`src/rtl/pc_sequencer.sv`:
```
// Fetch/decode/execute controller driving the program counter, instruction register and execute start.
// Optional return-address stack is built when PC_SEQ_CALL_STACK_EN is defined.
module pc_sequencer #(
    parameter int AW        = 4,
    parameter int CNT_W     = 8,
    parameter int RAS_DEPTH = 2
) (
    input  logic             clk,
    input  logic             clr_n,
    input  logic             run,
    input  logic             halt_req,
    input  logic [AW-1:0]    pc_cur,
    input  logic             imem_ready,
    input  logic             br_valid,
    input  logic             br_taken,
    input  logic [AW-1:0]    br_target,
    input  logic             call,
    input  logic             ret,
    output logic             pc_ena,
    output logic             pc_load_en,
    output logic [AW-1:0]    pc_load,
    output logic             ir_we,
    output logic             exec_go,
    output logic             pc_wrap,
    output logic             halted,
    output logic [CNT_W-1:0] retired_cnt,
    output logic             ras_err
);

    typedef enum logic [2:0] {
        ST_IDLE    = 3'd0,
        ST_FETCH   = 3'd1,
        ST_DECODE  = 3'd2,
        ST_EXECUTE = 3'd3,
        ST_HALT    = 3'd4
    } state_t;

    state_t              state_r;
    state_t              state_s;
    logic                halt_pend_r;
    logic [CNT_W-1:0]    retired_cnt_r;
    logic                commit_s;
    logic                ir_we_s;
    logic                exec_go_s;
    logic                halted_s;
    logic                halt_leave_s;
    logic                load_en_s;
    logic [AW-1:0]       load_val_s;
    logic                wrap_s;

    // State register; clr_n is an active-high asynchronous clear
    always_ff @(posedge clk or posedge clr_n) begin
        if (clr_n) begin
            state_r <= ST_IDLE;
        end else begin
            state_r <= state_s;
        end
    end

    // Next-state decode and per-state strobes
    always_comb begin
        state_s      = state_r;
        commit_s     = 1'b0;
        ir_we_s      = 1'b0;
        exec_go_s    = 1'b0;
        halted_s     = 1'b0;
        halt_leave_s = 1'b0;
        case (state_r)
            ST_IDLE: begin
                if (run) begin
                    state_s = ST_FETCH;
                end else begin
                    state_s = ST_IDLE;
                end
            end
            ST_FETCH: begin
                if (imem_ready) begin
                    ir_we_s = 1'b1;
                    state_s = ST_DECODE;
                end else begin
                    state_s = ST_FETCH;
                end
            end
            ST_DECODE: begin
                exec_go_s = 1'b1;
                state_s   = ST_EXECUTE;
            end
            ST_EXECUTE: begin
                if (br_valid) begin
                    commit_s = 1'b1;
                    // a halt request in the commit cycle itself is honoured too
                    if (halt_pend_r || halt_req) begin
                        state_s = ST_HALT;
                    end else if (!run) begin
                        state_s = ST_IDLE;
                    end else begin
                        state_s = ST_FETCH;
                    end
                end else begin
                    state_s = ST_EXECUTE;
                end
            end
            ST_HALT: begin
                halted_s = 1'b1;
                if (run && !halt_req) begin
                    halt_leave_s = 1'b1;
                    state_s      = ST_FETCH;
                end else begin
                    state_s = ST_HALT;
                end
            end
            default: begin
                state_s = ST_IDLE;
            end
        endcase
    end

    // Sticky halt request, dropped when HALT is left
    always_ff @(posedge clk or posedge clr_n) begin
        if (clr_n) begin
            halt_pend_r <= 1'b0;
        end else if (halt_leave_s) begin
            halt_pend_r <= 1'b0;
        end else if (halt_req) begin
            halt_pend_r <= 1'b1;
        end else begin
            halt_pend_r <= halt_pend_r;
        end
    end

    // Retired-instruction counter, wraps naturally
    always_ff @(posedge clk or posedge clr_n) begin
        if (clr_n) begin
            retired_cnt_r <= {CNT_W{1'b0}};
        end else if (commit_s) begin
            retired_cnt_r <= retired_cnt_r + {{(CNT_W-1){1'b0}}, 1'b1};
        end else begin
            retired_cnt_r <= retired_cnt_r;
        end
    end

`ifdef PC_SEQ_CALL_STACK_EN
    localparam int RC_W = $clog2(RAS_DEPTH + 1);

    logic [AW-1:0]   ras_r [RAS_DEPTH];
    logic [RC_W-1:0] ras_cnt_r;
    logic            ras_err_r;
    logic            pop_s;
    logic            push_s;
    logic [AW-1:0]   ras_top_s;

    // ret has priority over call when both are flagged
    always_comb begin
        pop_s     = commit_s && ret;
        push_s    = commit_s && call && !ret;
        ras_top_s = {AW{1'b0}};
        if (ras_cnt_r != {RC_W{1'b0}}) begin
            ras_top_s = ras_r[0];
        end else begin
            ras_top_s = {AW{1'b0}};
        end
    end

    // Return-address stack: entry 0 is the top, oldest entry falls off the bottom
    always_ff @(posedge clk or posedge clr_n) begin
        if (clr_n) begin
            for (int i = 0; i < RAS_DEPTH; i++) begin
                ras_r[i] <= {AW{1'b0}};
            end
            ras_cnt_r <= {RC_W{1'b0}};
            ras_err_r <= 1'b0;
        end else if (pop_s) begin
            for (int i = 0; i < RAS_DEPTH - 1; i++) begin
                ras_r[i] <= ras_r[i+1];
            end
            ras_r[RAS_DEPTH-1] <= {AW{1'b0}};
            if (ras_cnt_r == {RC_W{1'b0}}) begin
                ras_err_r <= 1'b1;
            end else begin
                ras_cnt_r <= ras_cnt_r - {{(RC_W-1){1'b0}}, 1'b1};
                ras_err_r <= ras_err_r | call;
            end
        end else if (push_s) begin
            ras_r[0] <= pc_cur + {{(AW-1){1'b0}}, 1'b1};
            for (int i = 1; i < RAS_DEPTH; i++) begin
                ras_r[i] <= ras_r[i-1];
            end
            if (ras_cnt_r == RC_W'(RAS_DEPTH)) begin
                ras_err_r <= 1'b1;
            end else begin
                ras_cnt_r <= ras_cnt_r + {{(RC_W-1){1'b0}}, 1'b1};
            end
        end else begin
            ras_cnt_r <= ras_cnt_r;
            ras_err_r <= ras_err_r;
        end
    end

    // Commit load select including call/return
    always_comb begin
        load_en_s  = 1'b0;
        load_val_s = {AW{1'b0}};
        if (commit_s) begin
            load_en_s = br_taken | call | ret;
            if (ret) begin
                load_val_s = ras_top_s;
            end else begin
                load_val_s = br_target;
            end
        end else begin
            load_en_s  = 1'b0;
            load_val_s = {AW{1'b0}};
        end
    end

    assign ras_err = ras_err_r;
`else
    wire unused_callret_s = &{1'b0, call, ret, RAS_DEPTH[0]};

    // Commit load select, branch only
    always_comb begin
        load_en_s  = 1'b0;
        load_val_s = {AW{1'b0}};
        if (commit_s) begin
            load_en_s  = br_taken;
            load_val_s = br_target;
        end else begin
            load_en_s  = 1'b0;
            load_val_s = {AW{1'b0}};
        end
    end

    assign ras_err = 1'b0;
`endif

    assign wrap_s      = commit_s && !load_en_s && (pc_cur == {AW{1'b1}});
    assign pc_ena      = commit_s;
    assign pc_load_en  = load_en_s;
    assign pc_load     = load_val_s;
    assign ir_we       = ir_we_s;
    assign exec_go     = exec_go_s;
    assign pc_wrap     = wrap_s;
    assign halted      = halted_s;
    assign retired_cnt = retired_cnt_r;

endmodule

```
`config.mk`:
```
export PLATFORM = sky130hd
export DESIGN_NAME = pc_sequencer
export DESIGN_NICKNAME = d
export VERILOG_FILES = /design/src/rtl/pc_sequencer.sv
export SDC_FILE = /design/constraint.sdc
export NUM_CORES = 1
export LEC_CHECK = 0
export ABC_AREA = 1
export BUFFER_PORTS_ARGS = -buffer_cell sky130_fd_sc_hd__buf_2
export CELL_PAD_IN_SITES_DETAIL_PLACEMENT = 0
export CELL_PAD_IN_SITES_GLOBAL_PLACEMENT = 2
export CORE_MARGIN = 4
export CORE_UTILIZATION = 25
export CTS_CLUSTER_DIAMETER = 200
export DETAILED_ROUTE_END_ITERATION = 16
export HOLD_SLACK_MARGIN = 0.06
export PLACE_DENSITY = 0.87
export SLEW_MARGIN = 20
export SYNTH_ARGS = -nofsm -noshare
export SYNTH_HDL_FRONTEND = slang
export SYNTH_SLANG_ARGS = --single-unit
```
`constraint.sdc`:
```
create_clock -name clk -period 2.1 [get_ports clk]
set_input_delay 0.525 -clock clk [delete_from_list [all_inputs] [get_ports clk]]
set_output_delay 0.525 -clock clk [all_outputs]
set_load 0.1 [all_outputs]
```
==> Word level (Yosys, flattened, before mapping) <==
Cells that the tools add are included.
{ "classes": {"n_addsub": 1, "n_eq_ne": 5, "muxes": 18, "reduce_logical": 8} }
{ "ops": {"columns": ["cell", "n"], "rows": [
  ["3-bit one-hot mux with 5 select lines", 1],
  ["1-bit two-way mux", 12],
  ["3-bit two-way mux", 3],
  ["8-bit by 1-bit adder with 8-bit output, second input constant", 1],
  ["3-bit by 2-bit equality test with 1-bit output, second input constant", 2],
  ["4-bit equality test, second input constant", 1],
  ["4-bit two-way mux", 1],
  ["3-bit by 1-bit equality test with 1-bit output, second input constant", 1],
  ["3-bit equality test, second input constant", 1],
  ["1-bit logical AND", 3],
  ["3-bit logical NOT", 1],
  ["1-bit logical NOT", 2],
  ["2-bit two-way mux", 1],
  ["2-bit nonzero test", 1],
  ["1-bit logical OR", 1]
]} }
{ "word_totals": {"reg_bits": 12, "inputBits": 17, "wordCells": 35} }

==> Longest topological paths before layout <==
Gate-level depths: netlist (run 1).
{ "logic_depth": {"depth_word": 6, "ltp_mapped": 7, "depth_no_buf": 7} }

==> Worst setup path before layout (run 1) <==
Ideal clock, no wire load.
{ "synth_timing": {"path_type": "input port to output port", "from": "in br_valid", "to": "out pc_load[0]", "arrival_ns": 2.152, "slack_ns": -0.577, "path_stages": 5, "n_path_buf": 1, "cell_sequence": "inv_1 nor2_4 inv_2 buf_6 nor2_1"} }
{ "synth_via": {"elab_chain_len": 3} }
{ "synth_lines": {"columns": ["element", "line_no", "source"], "rows": [
  ["start, declared", "14", "input logic br_valid,"],
  ["1-bit two-way mux", "89", "if (br_valid) begin"],
  ["1-bit two-way mux", "68", "case (state_r)"],
  ["4-bit two-way mux", "224", "if (commit_s) begin"],
  ["end, declared", "21", "output logic [AW-1:0] pc_load,"]
]} }
No other way between the ends.

==> Final worst setup path (run 1) <==
{ "layout_timing": {"from": "reg state_r[2]", "to": "out pc_wrap"} }
{ "layout_via": {"elab_chain_len": 6} }
{ "layout_lines": {"columns": ["element", "line_no", "source"], "rows": [
  ["start, declared", "38", "state_t state_r;"],
  ["start signal, assigned", "56", "state_r <= state_s;"],
  ["3-bit by 2-bit equality test with 1-bit output *", "68", null],
  ["1-bit two-way mux *", "68", null],
  ["1-bit two-way mux", "224", null],
  ["1-bit logical NOT", "236", "assign wrap_s = commit_s && !load_en_s && (pc_cur == {AW{1'b1}});"],
  ["1-bit logical AND * (2 in a row)", "236", null],
  ["end, declared", "24", "output logic pc_wrap,"]
]} }
Mark *: on every way between the ends. The rest lies on a longest branch, timed or not.

==> run metrics, run 1 <==
CP Launch Type=register; cell area after layout=1120 um2; area grow syn2layout=44.0%; Synth Area per Inst=7.18 um2; Main synth FF type=dfrtp_1; status=finished, final reports clean; Leak Pwr=between 0.5 and 0.6 nW; Power per Cell Area=1260 nW/um2; hpwl dp=about 1500 um; final setup violation count=0; CTS Buf Count=3; root buffer cell=clkbuf_4; post-CTS setup buffer count=0; share of cells above drive strength 1=36.2%; post-route ant nets=0; WS Path Type=register to output pin; drt wl/cell=10.9 um; largest net degree at the start of global routing=13; Tmin final=1.97 ns; yosys warns=0; All-Layer GR Usage=10.1%; initial antenna violation count=0; MaxCap Viol Count=0; drt total wl=1880 um; Worst-Skew Late Latency=around 0.27 ns; routability congestion estimate=0.715; CTS Sinks=12; Top Ports=36; DRC=0; VDD IR max=0.000918 V; first-pass GRT wire length=3220 um; TritonRoute pass-1 iters=4; site row count=19; Netlist Area Pre-Place=776 um2; CP max FO=11; type of the most critical hold path=input port to asynchronous set/reset pin; R2R depth=7; Worst EP required=~1.6 ns; Yosys reg bits=12; Initial Util=27.2%; Core Footprint=between 2000 and 3000 um2; sequential area share after synthesis=just under 40%; chip height=63.7 um; die area=slightly above 4000 um2; CTS tree=done; routed vias/inst=~4.4; multi-input gate area in the final layout=389 um2; Final Cycle Share=93.8%; worst clock skew=0.00279 ns; f_max=just over 0.5 GHz; Final Util=39.2%; IO buf count=32; Post-Syn Nets=126; Final nets=161; Bufs on Longest Clock Path=2; Die W=63.7 um; max-slew violations=0; Critical Path Sink Type=output pin; Starting DRT DRC Count=15; n_diodes=0; Reg2Reg Setup Slack=0.85 ns; GRT overflow=0; Mapped Cells=108; clk slew on worst S/H paths=0.07 ns; EDFF count, synth=0; Vias=761; Clock H-tree levels=1; FF+latch area=302 um2; Data arrival, critical path=approximately 1.4 ns; Yosys cell types=24; # fillers=295; vias in the first global route=733; RSZ-0062 raised after global routing=no; Cell Area, Placed=1090 um2; FFs w/ async S/R, synth=100%; Final Hold Viols=0
==> logic make-up (layout without fill, tap and decap cells) <==
group / count (synthesis) / count (layout) / synth area share, %
AO/OA/AOI/OAI: 5 / 5 / 4.52
XOR/XNOR: 2 / 2 / 3.23
adder cells (fa/ha/maj): 1 / 1 / 1.61
buffers and inverters: 23 / 56 / 14.0
flip-flops: 12 / 12 / 38.7
other: 1 / 1 / 0.483
AND/OR/NAND/NOR: 64 / 64 / 37.4
==> what timing repair did <==
item,CTS,global route
gates resized for setup,0,3
setup endpoints to repair,0,1
hold buffers,0,0
==> routing by layer <==
layer | GRT usage [%] | wire length [um] | vias up
met5 | 0 | 0 | -
met1 | 11.3 | 806 | 351
met4 | 3.23 | 28 | 0
met3 | 3.02 | 51 | 2
li1 | - | - | 396
met2 | 18.1 | 994 | 12
==> final cells by class <==
cell class	instances	share of cell area [%]
clock buffers	3	2.02
inverters	20	6.94
multi-input cells	73	34.8
repair buffers	33	25.8
well taps	31	3.47
flip-flops and latches	12	27.0
==> Yosys cell counts, types with 2 or more instances <==
master	n	area [um2]
nand2_1	38	143
dfrtp_1	12	300
nor2_4	2	22.5
inv_1	19	71.3
nor2_1	12	45.0
nand3_1	7	35.0
==> critical path, cell delays in order (launching register included) <==
cell	delay (ns)
dfrtp_1	0.40
inv_2	0.10
nand3_4	0.08
nor2_4	0.14
inv_4	0.09
nor3_4	0.16
buf_12	0.20
==> power breakdown <==
group / total (mW) / internal [mW] / switching, mW
registers: 0.368 / 0.292 / 0.0759
clock network: 0.140 / 0.0663 / 0.0737
logic: 0.899 / 0.217 / 0.683
==> layout by cell type (no fill, tap or decap), drive strengths merged, types with 2 or more instances in the layout <==
cell	count
nor3	2
dfrtp	12
nand3	8
inv	20
nand2	38
nor2	14
clkbuf	3
buf	33
==> final timing paths <==
kind / from / to
setup / recovery: state_r[2]$_DFF_PP0_ / pc_wrap
hold / removal: clr_n / state_r[0]$_DFF_PP0_
setup reg to reg: state_r[2]$_DFF_PP0_ / retired_cnt[5]$_DFFE_PP0N_
hold reg to reg: halt_pend_r$_DFFE_PP0P_ / halt_pend_r$_DFFE_PP0P_
max in group asynchronous: clr_n / state_r[1]$_DFF_PP0_
min in group clk: imem_ready / state_r[1]$_DFF_PP0_
==> sequential cells by signal (all words and copies together) (netlist names) <==
register     cells
state_r          3
retired_cnt      8
halt_pend_r      1
==> metrics by stage <==
stage	std cells	setup WS [ns]	power (mW)	hold WS (ns)	setup TNS [ns]
2_1_floorplan	108	-0.109	1.08	0.390	-0.562
3_3_place_gp	169	0.232	1.27	0.497	0
3_5_place_dp	169	0.221	1.27	0.505	0
4_1_cts	172	0.00979	1.42	0.276	0
5_1_grt	172	0.0580	1.48	0.311	0
6_report	172	0.131	1.41	0.258	0
Note: power is estimated with default switching activity, not from simulation.
==> run 2: changes to the inputs <==
--- a/config.mk
+++ b/config.mk
@@ -14,7 +14,7 @@
 export CTS_CLUSTER_DIAMETER = 200
 export DETAILED_ROUTE_END_ITERATION = 16
 export HOLD_SLACK_MARGIN = 0.06
-export PLACE_DENSITY = 0.87
+export PLACE_DENSITY_LB_ADDON = 0.1
 export SLEW_MARGIN = 20
 export SYNTH_ARGS = -nofsm -noshare
 export SYNTH_HDL_FRONTEND = slang
==> run metrics, run 2 (synthesis gave the netlist of run 1 again) <==
VDD IR max=0.000751 V; RR Endpoint=retired_cnt[5]$_DFFE_PP0N_; DRC=0; Worst EP required=1.57 ns; area grow syn2layout=46.8%; switching part of the total=just under 60%; Reg2Reg Setup Slack=0.87 ns; post-route ant nets=0; clock group share of total power=around an eighth; status=finished, final reports clean; max incr delay on CP=between 0.3 and 0.4 ns; Critical R2R Launch=state_r[2]$_DFF_PP0_; Worst-Skew Late Latency=around 0.27 ns; worst-path cell chain=inv_2 > nand3_4 > nor2_4 > inv_4 > nor3_4 > buf_12; FF+latch area=302 um2; IO buf count=32; routability congestion estimate=approximately 0.84; CP Launch Type=register; MaxCap Viol Count=0; routed wl met3=roughly 130 um; drt wl/cell=10.7 um; P_sw=roughly 0.85 mW; Top Ports=36; drt total wl=1860 um; wire length on met2=877 um; most common cell after layout, fill and taps aside=nand2_1; type of the most critical hold path=input port to asynchronous set/reset pin; cell area after layout=1140 um2; Largest register FFs=8; root buffer cell=clkbuf_4; site row count=19; Final Hold Viols=0; f_max=around 0.5 GHz; chip height=around 64 um; Slowest cell on crit path=dfrtp_1; largest net degree at the start of global routing=13; setup ws final=~0.14 ns; WS Path Type=register to output pin; Final nets=approximately 160; Post-Route Setup TNS=0 ns; CTS Sinks=12; Core Footprint=around 2900 um2; Starting DRT DRC Count=22; Initial Util=around 27%; first-pass GRT wire length=3080 um; CTS Hold Bufs=0; worst clock skew=0.00435 ns; CTS Buf Count=3; Internal Power=0.621 mW; # fillers=305; routed vias/inst=4.26; Data arrival, critical path=1.44 ns; CP max FO=11; Critical Path Sink Type=output pin; Leak Pwr=0.608 nW; Max Used Layer=met4; die area=4060 um2; CTS tree=done; vias in the first global route=slightly above 700; Die W=63.7 um; most frequent cells in the layout=38 x nand2_1, 24 x buf_2, 18 x inv_1; Flop pwr share=between 20% and 30%; part of the power in combinational logic=just over 60%; All-Layer GR Usage=9.63%; Tmin final=1.96 ns; Cell Area, Placed=1090 um2; initial antenna violation count=0; Vias=742; Post-Place Worst Slack=around 0.22 ns; max-slew violations=0; Final Cycle Share=93.4%; share of cells above drive strength 1=37.1%; Bufs on Longest Clock Path=2; n_diodes=0; met1 wire length=~830 um; final setup violation count=0; clk slew on worst S/H paths=0.08 ns; R2R depth=7; GRT overflow=0; multi-input gate area in the final layout=between 300 and 400 um2; hpwl dp=1440 um; Power per Cell Area=1290 nW/um2; TritonRoute pass-1 iters=3; Clock H-tree levels=1; RSZ-0062 raised after global routing=no
run 2: changes by cell type in the layout (fill, tap and decap cells not counted), sizes merged:
| cell | delta |
|---|---|
| clkbuf | +1 |
| buf | +1 |
run 2: power by group through the flow:
stage	clock network (mW)	logic [mW]	registers, mW
floorplan	0	0.499	0.584
global placement	0	0.901	0.369
detailed placement	0	0.906	0.373
CTS	0.198	0.911	0.368
global route	0.208	0.965	0.381
finish	0.189	0.911	0.368
run 2: worst max-delay path, delay by kind of cell, from the launching register on:
| family | cells | cell delay (ns) |
|---|---|---|
| buf+inv | 3 | 0.38 |
| simple gates | 3 | 0.38 |
| flops | 1 | 0.39 |
run 2: routing by layer:
metal | up-vias | global-route usage, %
li1 | 392 | -
met1 | 324 | 11.0
met2 | 24 | 16.6
met3 | 2 | 3.02
met4 | 0 | 4.04
met5 | - | 0
run 2: how the worst max path moves through the flow:
stage	start	to	cells past startpoint
2_1_floorplan	state_r[2]$_DFF_PP0_	pc_wrap	6
3_3_place_gp	br_valid	pc_wrap	6
3_5_place_dp	br_valid	pc_wrap	6
4_1_cts	state_r[2]$_DFF_PP0_	pc_wrap	6
5_1_grt	state_r[2]$_DFF_PP0_	ir_we	5
6_report	state_r[2]$_DFF_PP0_	pc_wrap	6
run 2: final cells by class:
type	count	area share, %
Clock buffer	4	3.19
Multi-Input combinational cell	73	34.2
Sequential cell	12	26.5
Inverter	20	6.81
Tap cell	31	3.41
Timing Repair Buffer	34	25.9
run 2: metrics by stage:
stage                     power [mW]  hold slack, ns  instances  util [%]
after CTS                       1.48           0.264        173      39.6
after global placement          1.27           0.502        169      38.2
after floorplan                 1.08           0.390        108         -
after detailed placement        1.28           0.503        169      38.2
final                           1.47           0.245        174      39.9
after global routing            1.55           0.281        174      39.9
run 2: repair_timing:
action | in CTS | in global routing
pin swaps | 0 | 1
setup endpoints to repair | 1 | 1
buffers inserted | 0 | 1
gates resized for setup | 1 | 1
